--- src/rtl/inv_mixcolumns_iter.sv ---
// Iterative AES InvMixColumns: accepts a 128-bit state, transforms
// COLS_PER_CYCLE columns per clock in place, then presents the result.
// Ports: clk, reset_n (async, active-low),
//        in_valid/in_ready/in_data (input handshake),
//        out_valid/out_ready/out_data (output handshake),
//        busy (high while columns are being transformed).
module inv_mixcolumns_iter #(
    parameter int COLS_PER_CYCLE = 1
) (
    input  logic         clk,
    input  logic         reset_n,
    input  logic         in_valid,
    output logic         in_ready,
    input  logic [127:0] in_data,
    output logic         out_valid,
    input  logic         out_ready,
    output logic [127:0] out_data,
    output logic         busy
);

    localparam int NCYC = 4 / COLS_PER_CYCLE;
    localparam logic [1:0] LAST = 2'(NCYC - 1);

    if (COLS_PER_CYCLE != 1 && COLS_PER_CYCLE != 2 &&
        COLS_PER_CYCLE != 4) begin : g_bad_cpc
        $error("COLS_PER_CYCLE must be 1, 2 or 4");
    end

    typedef enum logic [1:0] {
        IDLE,
        BUSY,
        DONE
    } state_t;

    state_t       state_q;
    logic [1:0]   cnt_q;
    logic [127:0] data_q;
    logic [127:0] data_x;
    logic         in_ready_q;
    logic         out_valid_q;
    logic         busy_q;

    logic [31:0]  col_q [4];
    logic [31:0]  col_d [4];

    function automatic logic [7:0] xtime(input logic [7:0] b);
        return {b[6:0], 1'b0} ^ (b[7] ? 8'h1b : 8'h00);
    endfunction

    // Multiply by x^n, n in 0..3, as a chain of xtime steps.
    function automatic logic [7:0] xn(input logic [7:0] b,
                                      input int n);
        logic [7:0] r;
        r = b;
        for (int i = 0; i < 3; i++) begin
            if (i < n) r = xtime(r);
        end
        return r;
    endfunction

    function automatic logic [7:0] mul9(input logic [7:0] b);
        return xn(b, 3) ^ b;
    endfunction

    function automatic logic [7:0] mulb(input logic [7:0] b);
        return xn(b, 3) ^ xn(b, 1) ^ b;
    endfunction

    function automatic logic [7:0] muld(input logic [7:0] b);
        return xn(b, 3) ^ xn(b, 2) ^ b;
    endfunction

    function automatic logic [7:0] mule(input logic [7:0] b);
        return xn(b, 3) ^ xn(b, 2) ^ xn(b, 1);
    endfunction

    function automatic logic [31:0] inv_col(input logic [31:0] c);
        logic [7:0] a0, a1, a2, a3;
        logic [7:0] b0, b1, b2, b3;
        a0 = c[31:24];
        a1 = c[23:16];
        a2 = c[15:8];
        a3 = c[7:0];
        b0 = mule(a0) ^ mulb(a1) ^ muld(a2) ^ mul9(a3);
        b1 = mul9(a0) ^ mule(a1) ^ mulb(a2) ^ muld(a3);
        b2 = muld(a0) ^ mul9(a1) ^ mule(a2) ^ mulb(a3);
        b3 = mulb(a0) ^ muld(a1) ^ mul9(a2) ^ mule(a3);
        return {b0, b1, b2, b3};
    endfunction

    for (genvar c = 0; c < 4; c++) begin : g_cols
        assign col_q[c] = data_q[127-32*c -: 32];
        assign data_x[127-32*c -: 32] = col_d[c];
    end

    // Only the current column group goes through the GF datapath;
    // the others pass through unchanged.
    always_comb begin
        logic [1:0] grp;
        logic [1:0] idx;
        col_d = col_q;
        grp   = 2'(cnt_q * COLS_PER_CYCLE);
        idx   = grp;
        for (int g = 0; g < COLS_PER_CYCLE; g++) begin
            idx        = grp + 2'(g);
            col_d[idx] = inv_col(col_q[idx]);
        end
    end

    always_ff @(posedge clk or negedge reset_n) begin
        if (!reset_n) begin
            state_q     <= IDLE;
            cnt_q       <= '0;
            data_q      <= '0;
            in_ready_q  <= 1'b1;
            out_valid_q <= 1'b0;
            busy_q      <= 1'b0;
        end else begin
            unique case (state_q)
                IDLE: begin
                    if (in_valid) begin
                        data_q     <= in_data;
                        cnt_q      <= '0;
                        state_q    <= BUSY;
                        in_ready_q <= 1'b0;
                        busy_q     <= 1'b1;
                    end
                end
                BUSY: begin
                    data_q <= data_x;
                    if (cnt_q == LAST) begin
                        cnt_q       <= '0;
                        state_q     <= DONE;
                        busy_q      <= 1'b0;
                        out_valid_q <= 1'b1;
                    end else begin
                        cnt_q <= cnt_q + 2'd1;
                    end
                end
                DONE: begin
                    if (out_ready) begin
                        state_q     <= IDLE;
                        out_valid_q <= 1'b0;
                        in_ready_q  <= 1'b1;
                    end
                end
                default: begin
                    state_q     <= IDLE;
                    cnt_q       <= '0;
                    in_ready_q  <= 1'b1;
                    out_valid_q <= 1'b0;
                    busy_q      <= 1'b0;
                end
            endcase
        end
    end

    assign in_ready  = in_ready_q;
    assign out_valid = out_valid_q;
    assign busy      = busy_q;
    assign out_data  = data_q;

endmodule

--- config.mk ---
export PLATFORM = sky130hd
export DESIGN_NAME = inv_mixcolumns_iter
export DESIGN_NICKNAME = d
export VERILOG_FILES = /design/src/rtl/inv_mixcolumns_iter.sv
export SDC_FILE = /design/constraint.sdc
export NUM_CORES = 1
export LEC_CHECK = 0
export CAP_MARGIN = 20
export CORE_MARGIN = 4
export CORE_UTILIZATION = 40
export DETAILED_ROUTE_END_ITERATION = 10
export GPL_TIMING_DRIVEN = 0
export PLACE_DENSITY = 0.78
export SLEW_MARGIN = 30
export SYNTH_ARGS = -nofsm -noshare
export SYNTH_HDL_FRONTEND = slang
export SYNTH_SLANG_ARGS = --single-unit
--- constraint.sdc ---
create_clock -name clk -period 3.2 [get_ports clk]
set_input_delay 0.8 -clock clk [delete_from_list [all_inputs] [get_ports clk]]
set_output_delay 0.8 -clock clk [all_outputs]
set_load 0.1 [all_outputs]
# --- Word-level counts from Yosys, hierarchy flattened ---
# Cells that the tools add are included.
classes:
  n_eq_ne: 6
  n_bitwise: 52
  reduce_logical: 9
  add_sub_neg: 1
  magnitude_cmp: 2
  n_mux: 36
ops:
  columns: ["op", "count"]
  rows:
  - ["8-bit XOR", 38]
  - ["128-bit one-hot mux with 2 select lines", 1]
  - ["128-bit bitwise mux", 1]
  - ["128-bit 2-to-1 mux", 1]
  - ["32-bit 2-to-1 mux", 3]
  - ["8-bit by 5-bit XOR with 8-bit output", 10]
  - ["32-bit binary-select mux with 2-bit select", 1]
  - ["32-bit demux with 2-bit select", 1]
  - ["5-bit 2-to-1 mux", 12]
  - ["2-bit one-hot mux with 3 select lines", 2]
  - ["3-bit AND reduction", 4]
  - ["2-bit 2-to-1 mux", 5]
  - ["1-bit one-hot mux with 3 select lines", 3]
  - ["1-bit 2-to-1 mux", 6]
  - ["2-bit inequality test (second input constant)", 3]
  - ["2-bit == test (second input constant)", 2]
  - ["2-bit AND reduction", 2]
  - ["3-bit >= comparator (second input constant)", 1]
  - ["3-bit by 1-bit < comparator with 1-bit output (second input constant)", 1]
  - ["1-bit inverter", 3]
  - ["2-bit inverter with 3-bit output", 1]
  - ["2-bit by 1-bit adder with 2-bit output (second input constant)", 1]
  - ["2-bit by 1-bit == test with 1-bit output (second input constant)", 1]
  - ["2-bit zero test", 1]
  - ["other kinds (2)", 2]
word_totals:
  input_bits: 132
  elab_cells: 112
  register_bits: 135

# --- Longest topological paths before layout ---
# Gate-level depths: netlist of run 1.
depth:
  ltp_word: 17
  mapped_depth: 10
  mapped_depth_nobuf: 6

# --- Least setup slack after synthesis of run 1 ---
# OpenSTA, ideal clock, no wires.
synth_timing:
  path_type: "flip-flop to flip-flop"
  from: "register data_q[17], in the netlist out_data[17]"
  to: "register data_q[108], in the netlist out_data[108]"
  n_path_buf: 0
  period_less_slack_ns: 3.026
  t_arrival_ns: 2.895
  t_required_ns: 3.069
  setup_time_ns: 0.131
  slack_ns: 0.174
  stages_incl_launch_ff: 7
  path_cell_list: "dfrtp_1 > mux4_2 > xnor2_1 > xnor3_1 > xnor3_1 > xnor3_1 > o21ai_1"
synth_between:
  elab_chain_cells: 12
synth_lines:
  columns: ["item", "line", "rtl"]
  rows:
  - ["from (decl)", "37", "logic [127:0] data_q;"]
  - ["from (signal assigned)", "122", "data_q <= in_data;"]
  - ["from (signal assigned)", "130", "data_q <= data_x;"]
  - ["32-bit binary-select mux with 2-bit select", "106", "col_d[idx] = inv_col(col_q[idx]);"]
  - ["32-bit 2-to-1 mux (not written as such) (2 in series)", "106", null]
  - ["8-bit by 5-bit XOR with 8-bit output", "47", "return {b[6:0], 1'b0} ^ (b[7] ? 8'h1b : 8'h00);"]
  - ["8-bit XOR", "47", null]
  - ["8-bit by 5-bit XOR with 8-bit output", "47", null]
  - ["8-bit XOR", "62", "return xn(b, 3) ^ b;"]
  - ["8-bit XOR (3 in series)", "86", "b2 = muld(a0) ^ mul9(a1) ^ mule(a2) ^ mulb(a3);"]
  - ["128-bit bitwise mux", "106", null]
  - ["128-bit one-hot mux with 2 select lines", "119", "unique case (state_q)"]
# Every way passes these cells. The select of a mux whose other input is x is not followed.
# A chain may end at the register's enable or synchronous reset.

# --- Final worst setup path of run 1 ---
layout_timing:
  from: "register cnt_q[0]"
  to: "register data_q[107], in the netlist out_data[107]"
layout_between:
  elab_chain_cells: 15
layout_lines:
  columns: ["item", "line", "rtl"]
  rows:
  - ["from (decl)", "36", "logic [1:0] cnt_q;"]
  - ["from (signal assigned)", "137", "cnt_q <= cnt_q + 2'd1;"]
  - ["2-bit inverter with 3-bit output (not written as such) *", "106", null]
  - ["32-bit binary-select mux with 2-bit select", "106", null]
  - ["32-bit 2-to-1 mux (not written as such) (2 in series)", "106", null]
  - ["5-bit 2-to-1 mux / 8-bit by 5-bit XOR with 8-bit output (equally long branches)", "47", null]
  - ["8-bit by 5-bit XOR with 8-bit output", "47", null]
  - ["8-bit by 5-bit XOR with 8-bit output / 5-bit 2-to-1 mux (equally long branches)", "47", null]
  - ["8-bit by 5-bit XOR with 8-bit output", "47", null]
  - ["8-bit XOR (2 in series)", "70", "return xn(b, 3) ^ xn(b, 2) ^ b;"]
  - ["8-bit XOR (3 in series)", "86", null]
  - ["128-bit bitwise mux *", "106", null]
  - ["128-bit one-hot mux with 2 select lines *", "119", null]
# Every way passes the cells marked *; elsewhere a longest branch is shown, timed or not. The select of a mux whose other input is x is not followed.

==> out/metrics.cfg, run 1 <==
[timing]
post-route-period-util = 1.01
worst-slew-pin-transition_ns = 1.04
hold_viol_final = 0
relSlewSlack = 0.307
rsz0062_at_grt = yes
clock_skew_ns = 0.0120
fin_tns_setup_ns = -0.0206
max_freq_mhz = 311
finalWorstSetupSlack_ns = -0.0206
final-setup-viol-count = 1
period_needed_ns = 3.22
drv_slew = 0

[synthesis]
syn_nets = 835
yosysWarnings = 0
synth_cell_types = 32
synth_area_um2 = 8380
postSynthCellCount = 699
ys_seq_area_frac = 0.403
ys_seq_elements = 135
avgSynthCellArea_um2 = 12.0

[setup_path]
r2r_setup_slack_ns = -0.02
end_kind = register
startpoint_type = register
arrival_ns = 3.56
critPathTopFamily = XOR/XNOR gates
required_ns = 3.54
r2r-end = out_data[107]$_DFFE_PN0P_
path_cells = buf_12 -> buf_16 -> buf_16 -> mux4_2 -> buf_6 -> xor3_1 -> xnor2_1 -> xnor3_2 -> o21ai_0
crit_buf_inv = 4
critPathKind = reg2reg
crit_path_max_incr_delay_ns = 0.53
slowest_stage = mux4_2
cp_max_fo = 7
cp_common_cell = buf_16
rr_worst_depth = 9
r2r-start = cnt_q[0]$_DFFE_PN0P_

[cells_and_area]
final_util = 0.622
nFillCells = 1639
final_cells = 1294
syn_to_final_growth_pct = 51.6
fin_nets = 1146
drive_above_1_share = 0.180
regArea_um2 = 3380
final_area_um2 = 12700
multiInputGateArea_um2 = 5060

[global_route]
track_usage = 0.284
grt_antenna_before_repair = 1
grt_first_pass_wirelength_mm = 49.8
grt_pass1_vias = 7923
grt_max_degree = 77
grt_overflow = 0

[routing]
drt_iter0_drc = 713
via_count = 7786
wl_per_cell_um = 27.0
drtPass1Iterations = 7
ant_nets = 0
avgViaCountPerCell = 6.02
totalWireLength_mm = 35.0
drc_errors = 0

[flow_run]
cap_violations = 0

[die]
pin_count = 263
dieArea_um2 = 23300
initial_core_util = 0.410
num_rows = 52
die_width_um = 153
core_area_um2 = 20400
die_h_um = 153

[clocking]
clock_sinks = 135
hold_buffers = 0
cts_buffers = 17
cts_max_level = 4
cts_tree = yes
clk-insertion-delay-late_ns = 0.44
cts.path.max_buffers = 2
cts_root_buf = clkbuf_16
clk_pin_slew_ns = 0.06

[status]
violations = negative setup slack
status = complete, but fails checks

[placement]
dpl.cell_count = 1232
port_buffers = 262
globalplace.congestion = 0.985
dp_hpwl_mm = 25.0
place_area_um2 = 11400

[hold_path]
hold_path.class = in2async

-- layout by cell type (no fill, tap or decap), drive strengths merged, types with 3 or more instances in the layout --
master | Yosys | routed
clkdlybuf4s50 | 0 | 259
dfrtp | 134 | 134
o21ai | 129 | 129
a22oi | 126 | 126
xnor2 | 115 | 115
clkbuf | 41 | 67
buf | 18 | 49
xor2 | 35 | 35
mux4 | 32 | 32
xnor3 | 27 | 27
nand2 | 8 | 8
nor2 | 7 | 7
a21oi | 5 | 5
ha | 4 | 4
nor2b | 3 | 3
nand2b | 3 | 3
bufinv | 0 | 3
clkinv | 0 | 3
-- worst max path at each step --
stage               slack [ns]                      from                         to  depth (start not counted)
floorplan                 0.17  out_data[17]$_DFFE_PN0P_  out_data[108]$_DFFE_PN0P_                          6
global placement         -4.18                   reset_n   out_data[44]$_DFFE_PN0P_                          1
detailed placement       -0.78      cnt_q[1]$_DFFE_PN0P_   out_data[20]$_DFFE_PN0P_                          9
CTS                      0.008      cnt_q[0]$_DFFE_PN0P_   out_data[51]$_DFFE_PN0P_                         10
global route             -0.04      cnt_q[0]$_DFFE_PN0P_  out_data[107]$_DFFE_PN0P_                         10
finish                   -0.02      cnt_q[0]$_DFFE_PN0P_  out_data[107]$_DFFE_PN0P_                          9
-- what timing repair did --
| action | CTS | global route |
|---|---|---|
| hold endpoints to repair | 0 | 0 |
| gates resized for setup | 40 | 39 |
| pin swaps | 13 | 9 |
| buffers inserted | 20 | 8 |
| setup endpoints to repair | 128 | 106 |
| gates cloned | 0 | 2 |
-- worst reg2reg max path, cell delays in order (launching register included) --
cell     delay [ns]
dfrtp_1        0.40
buf_12         0.17
buf_16         0.15
buf_16         0.15
mux4_2         0.54
buf_6          0.19
xor3_1         0.46
xnor2_1        0.44
xnor3_2        0.42
o21ai_0        0.22
-- kinds of logic (layout without fill, tap and decap cells) --
family                   Yosys count  after routing  share of synthesized area
AO/OA/AOI/OAI                    267            267                      0.199
XOR/XNOR                         179            179                      0.258
adder cells (fa/ha/maj)            4              4                    0.00597
buffers and inverters             61            385                     0.0361
flip-flops                       135            135                      0.403
multiplexers                      32             32                     0.0860
other                              0              1                          0
AND/OR/NAND/NOR                   21             21                     0.0112
-- synth_stat cells (all sizes together) --
master | number | share of area
o22ai | 2 | 0.0015
ha | 4 | 0.0060
dfstp | 1 | 0.0031
buf | 18 | 0.017
a31oi | 2 | 0.0015
o21ai | 129 | 0.077
xor2 | 35 | 0.040
nand2 | 8 | 0.0036
inv | 2 | 0.00090
nand2b | 3 | 0.0022
xor3 | 2 | 0.0057
o22a | 1 | 0.0010
a22oi | 126 | 0.11
a21oi | 5 | 0.0030
clkbuf | 41 | 0.018
xnor3 | 27 | 0.073
xnor2 | 115 | 0.14
a22o | 2 | 0.0021
nor2b | 3 | 0.0022
nor2 | 7 | 0.0031
dfrtp | 134 | 0.40
mux4 | 32 | 0.086
-- final cells by class --
cell class,count,share of cell area
buffer,58,0.0288
antenna,1,0.000197
timing repair buffer,293,0.232
sequential,135,0.266
clock inverter,8,0.00975
inverter,2,0.000591
tap,270,0.0266
multi-input combinational,503,0.398
clock buffer,24,0.0379
-- per-layer routing --
metal	up-vias	wire [um]	global-route usage
met5	-	0	0
li1	3226	-	-
met1	3889	13200	0.364
met2	557	16900	0.465
met3	114	3210	0.0585
met4	0	1730	0.129
-- flip-flops by register name, summed over array words and instances (netlist names) --
signal	flops
busy	1
cnt_q	2
in_ready	1
out_data	128
out_valid	1
state_q	2
-- per-stage QoR --
stage	worst slack, ns	hold WS [ns]
floorplan	0.174	0.504
global placement	-4.18	0.501
detailed placement	-0.777	0.507
CTS	0.00812	0.320
global route	-0.0370	0.337
finish	-0.0206	0.291
Power of run 1 is not shown: default switching activity piles up to over one toggle a cycle in this logic, so the estimate is an artifact.
==> run 2, diff against run 1 <==
- clock period: 3.2 -> 3.07 ns (I/O delays scaled with it)
==> out/metrics.cfg, run 2 (synthesized netlist as in run 1, its figures left out) <==
[cells_and_area]
layout_commonest_cell = clkdlybuf4s50_1
largest_reg_flops = 128  ; unchanged
fin_nets = 1192  ; +4.0%
drive_above_1_share = 0.249  ; +0.0690
final_cells = 1339  ; +3.5%
final_util = 0.663  ; +0.0408
final_cell_mix = 259 x clkdlybuf4s50_1, 133 x dfrtp_1, 126 x a22oi_1
syn_to_final_growth_pct = 61.6
antennaDiodeCount = 0  ; -1

[clocking]
clk_pin_slew_ns = 0.06  ; about the same
clock_sinks = 135  ; unchanged
clk-insertion-delay-late_ns = 0.43  ; about the same
cts_buffers = 17  ; unchanged
cts.path.max_buffers = 2  ; unchanged
cts_max_level = 4  ; unchanged
cts_tree = yes
cts_root_buf = clkbuf_16
hold_buffers = 0  ; unchanged

[die]
core_area_um2 = 20400  ; unchanged
initial_core_util = 0.410  ; unchanged
num_rows = 52  ; unchanged
dieArea_um2 = 23300  ; unchanged
die_h_um = 153  ; unchanged
die_width_um = 153  ; unchanged
pin_count = 263  ; unchanged

[status]
violations = negative setup slack
status = complete, but fails checks

[timing]
max_freq_mhz = 316  ; +1.7%
timing.hold.ws_ns = 0.259  ; -0.0325 ns
hold_viol_final = 0  ; unchanged
period_needed_ns = 3.17  ; -0.0530 ns
finalWorstSetupSlack_ns = -0.0976  ; -0.0770 ns
relSlewSlack = 0.299  ; -0.00860
final-setup-viol-count = 34  ; +33
clock_skew_ns = 0.0124  ; +0.000396 ns
drv_slew = 0  ; unchanged
worst-slew-pin-transition_ns = 1.05  ; +0.0129 ns
rsz0062_at_grt = yes
post-route-period-util = 1.03  ; +0.0253

[global_route]
grt_max_degree = 77  ; unchanged
track_usage = 0.292  ; +0.00856
grt_pass1_vias = 8097  ; +2.2%
grt_first_pass_wirelength_mm = 51.3  ; +3.0%
grt_antenna_before_repair = 0  ; -1
grt_overflow = 0  ; unchanged

[setup_path]
startpoint_type = register
arrival_ns = 3.46  ; -0.10 ns
required_ns = 3.36  ; -0.18 ns
critPathKind = reg2reg
end_kind = register
r2r-start = cnt_q[0]$_DFFE_PN0P_
cp_max_fo = 5  ; -2
startpoint = cnt_q[0]$_DFFE_PN0P_

[routing]
wl_per_cell_um = 28.2  ; +4.4%
drt_iter0_drc = 919  ; +29%
ant_nets = 0  ; unchanged
drc_errors = 0  ; unchanged
drtPass1Iterations = 7  ; unchanged
avgViaCountPerCell = 6.16  ; +2.4%
totalWireLength_mm = 37.8  ; +8.1%
via_count = 8254  ; +6.0%

[flow_run]
cap_violations = 0  ; unchanged

[placement]
dp_hpwl_mm = 25.0  ; unchanged
globalplace.congestion = 0.985  ; unchanged
port_buffers = 262  ; unchanged
pre_cts_ws_ns = -0.907  ; -0.130 ns
dpl.cell_count = 1232  ; unchanged

[hold_path]
hold_path.class = in2async

[run 2: cell types whose count changed in the layout (fill, tap and decap cells not counted), moves of 4 or more]
cell | previous run | this run
xor2_1 | 28 | 24
buf_12 | 5 | 11
buf_6 | 6 | 11
o21ai_1 | 23 | 29
xnor3_1 | 14 | 8
xor2_2 | 5 | 9
xnor2_1 | 70 | 57
xnor3_2 | 13 | 19
buf_4 | 25 | 62
o21ai_2 | 0 | 8
xnor2_4 | 11 | 24
buf_2 | 8 | 3
o21ai_0 | 106 | 92
[run 2: path summary, 6_finish.rpt]
| check | depth (start not counted) | to | slack, ns |
|---|---|---|---|
| worst max-delay path | 10 | out_data[52]$_DFFE_PN0P_ | -0.1 |
| worst min-delay path | 1 | out_data[125]$_DFFE_PN0P_ | 0.26 |
| worst max register to register | 10 | out_data[52]$_DFFE_PN0P_ | -0.1 |
| worst min register to register | 2 | busy$_DFFE_PN0P_ | 0.52 |
| max in group asynchronous | 2 | in_ready$_DFFE_PN1P_ | 2.02 |
| min in group clk | 2 | busy$_DFFE_PN0P_ | 0.52 |
[run 2: critical path, stage by stage, from the launching register on]
cell	delay, ns
dfrtp_2	0.40
buf_12	0.14
buf_16	0.14
buf_16	0.15
mux4_2	0.64
xnor2_4	0.28
xnor3_2	0.57
xnor2_4	0.29
xnor2_2	0.15
buf_6	0.17
o21ai_1	0.08
[run 2: what timing repair did]
action / in CTS / in global routing
pin swaps: 22 / 33
resized for setup: 88 / 78
buffers inserted: 28 / 47
endpoints found under the setup margin: 128 / 124
cloned: 3 / 0
[run 2: final cells by class]
cell class	count	area, um2
buffer	57	408
multi-input combinational	503	5400
timing repair buffer	340	3400
clock inverter	8	124
fill	1478	6890
inverter	2	7.51
clock buffer	24	482
sequential	135	3380
tap	270	338
[run 2: per-stage QoR]
step	instance area, um2	TNS (ns)
after global routing	13500	-3.16
after floorplan	8380	0
after detailed placement	11400	-71.68
final	13500	-1.21
after CTS	12800	-0.195
after global placement	11300	-637.10
[run 2: layer usage]
metal / track usage / part of all wire / vias up / routed length [um]
li1: - / - / 3314 / -
met1: 0.363 / 0.35 / 4059 / 13100
met2: 0.487 / 0.48 / 705 / 18300
met3: 0.0667 / 0.11 / 176 / 4070
met4: 0.136 / 0.063 / 0 / 2370
met5: 0 / 0 / - / 0
Power of run 2 is left out for the same reason.
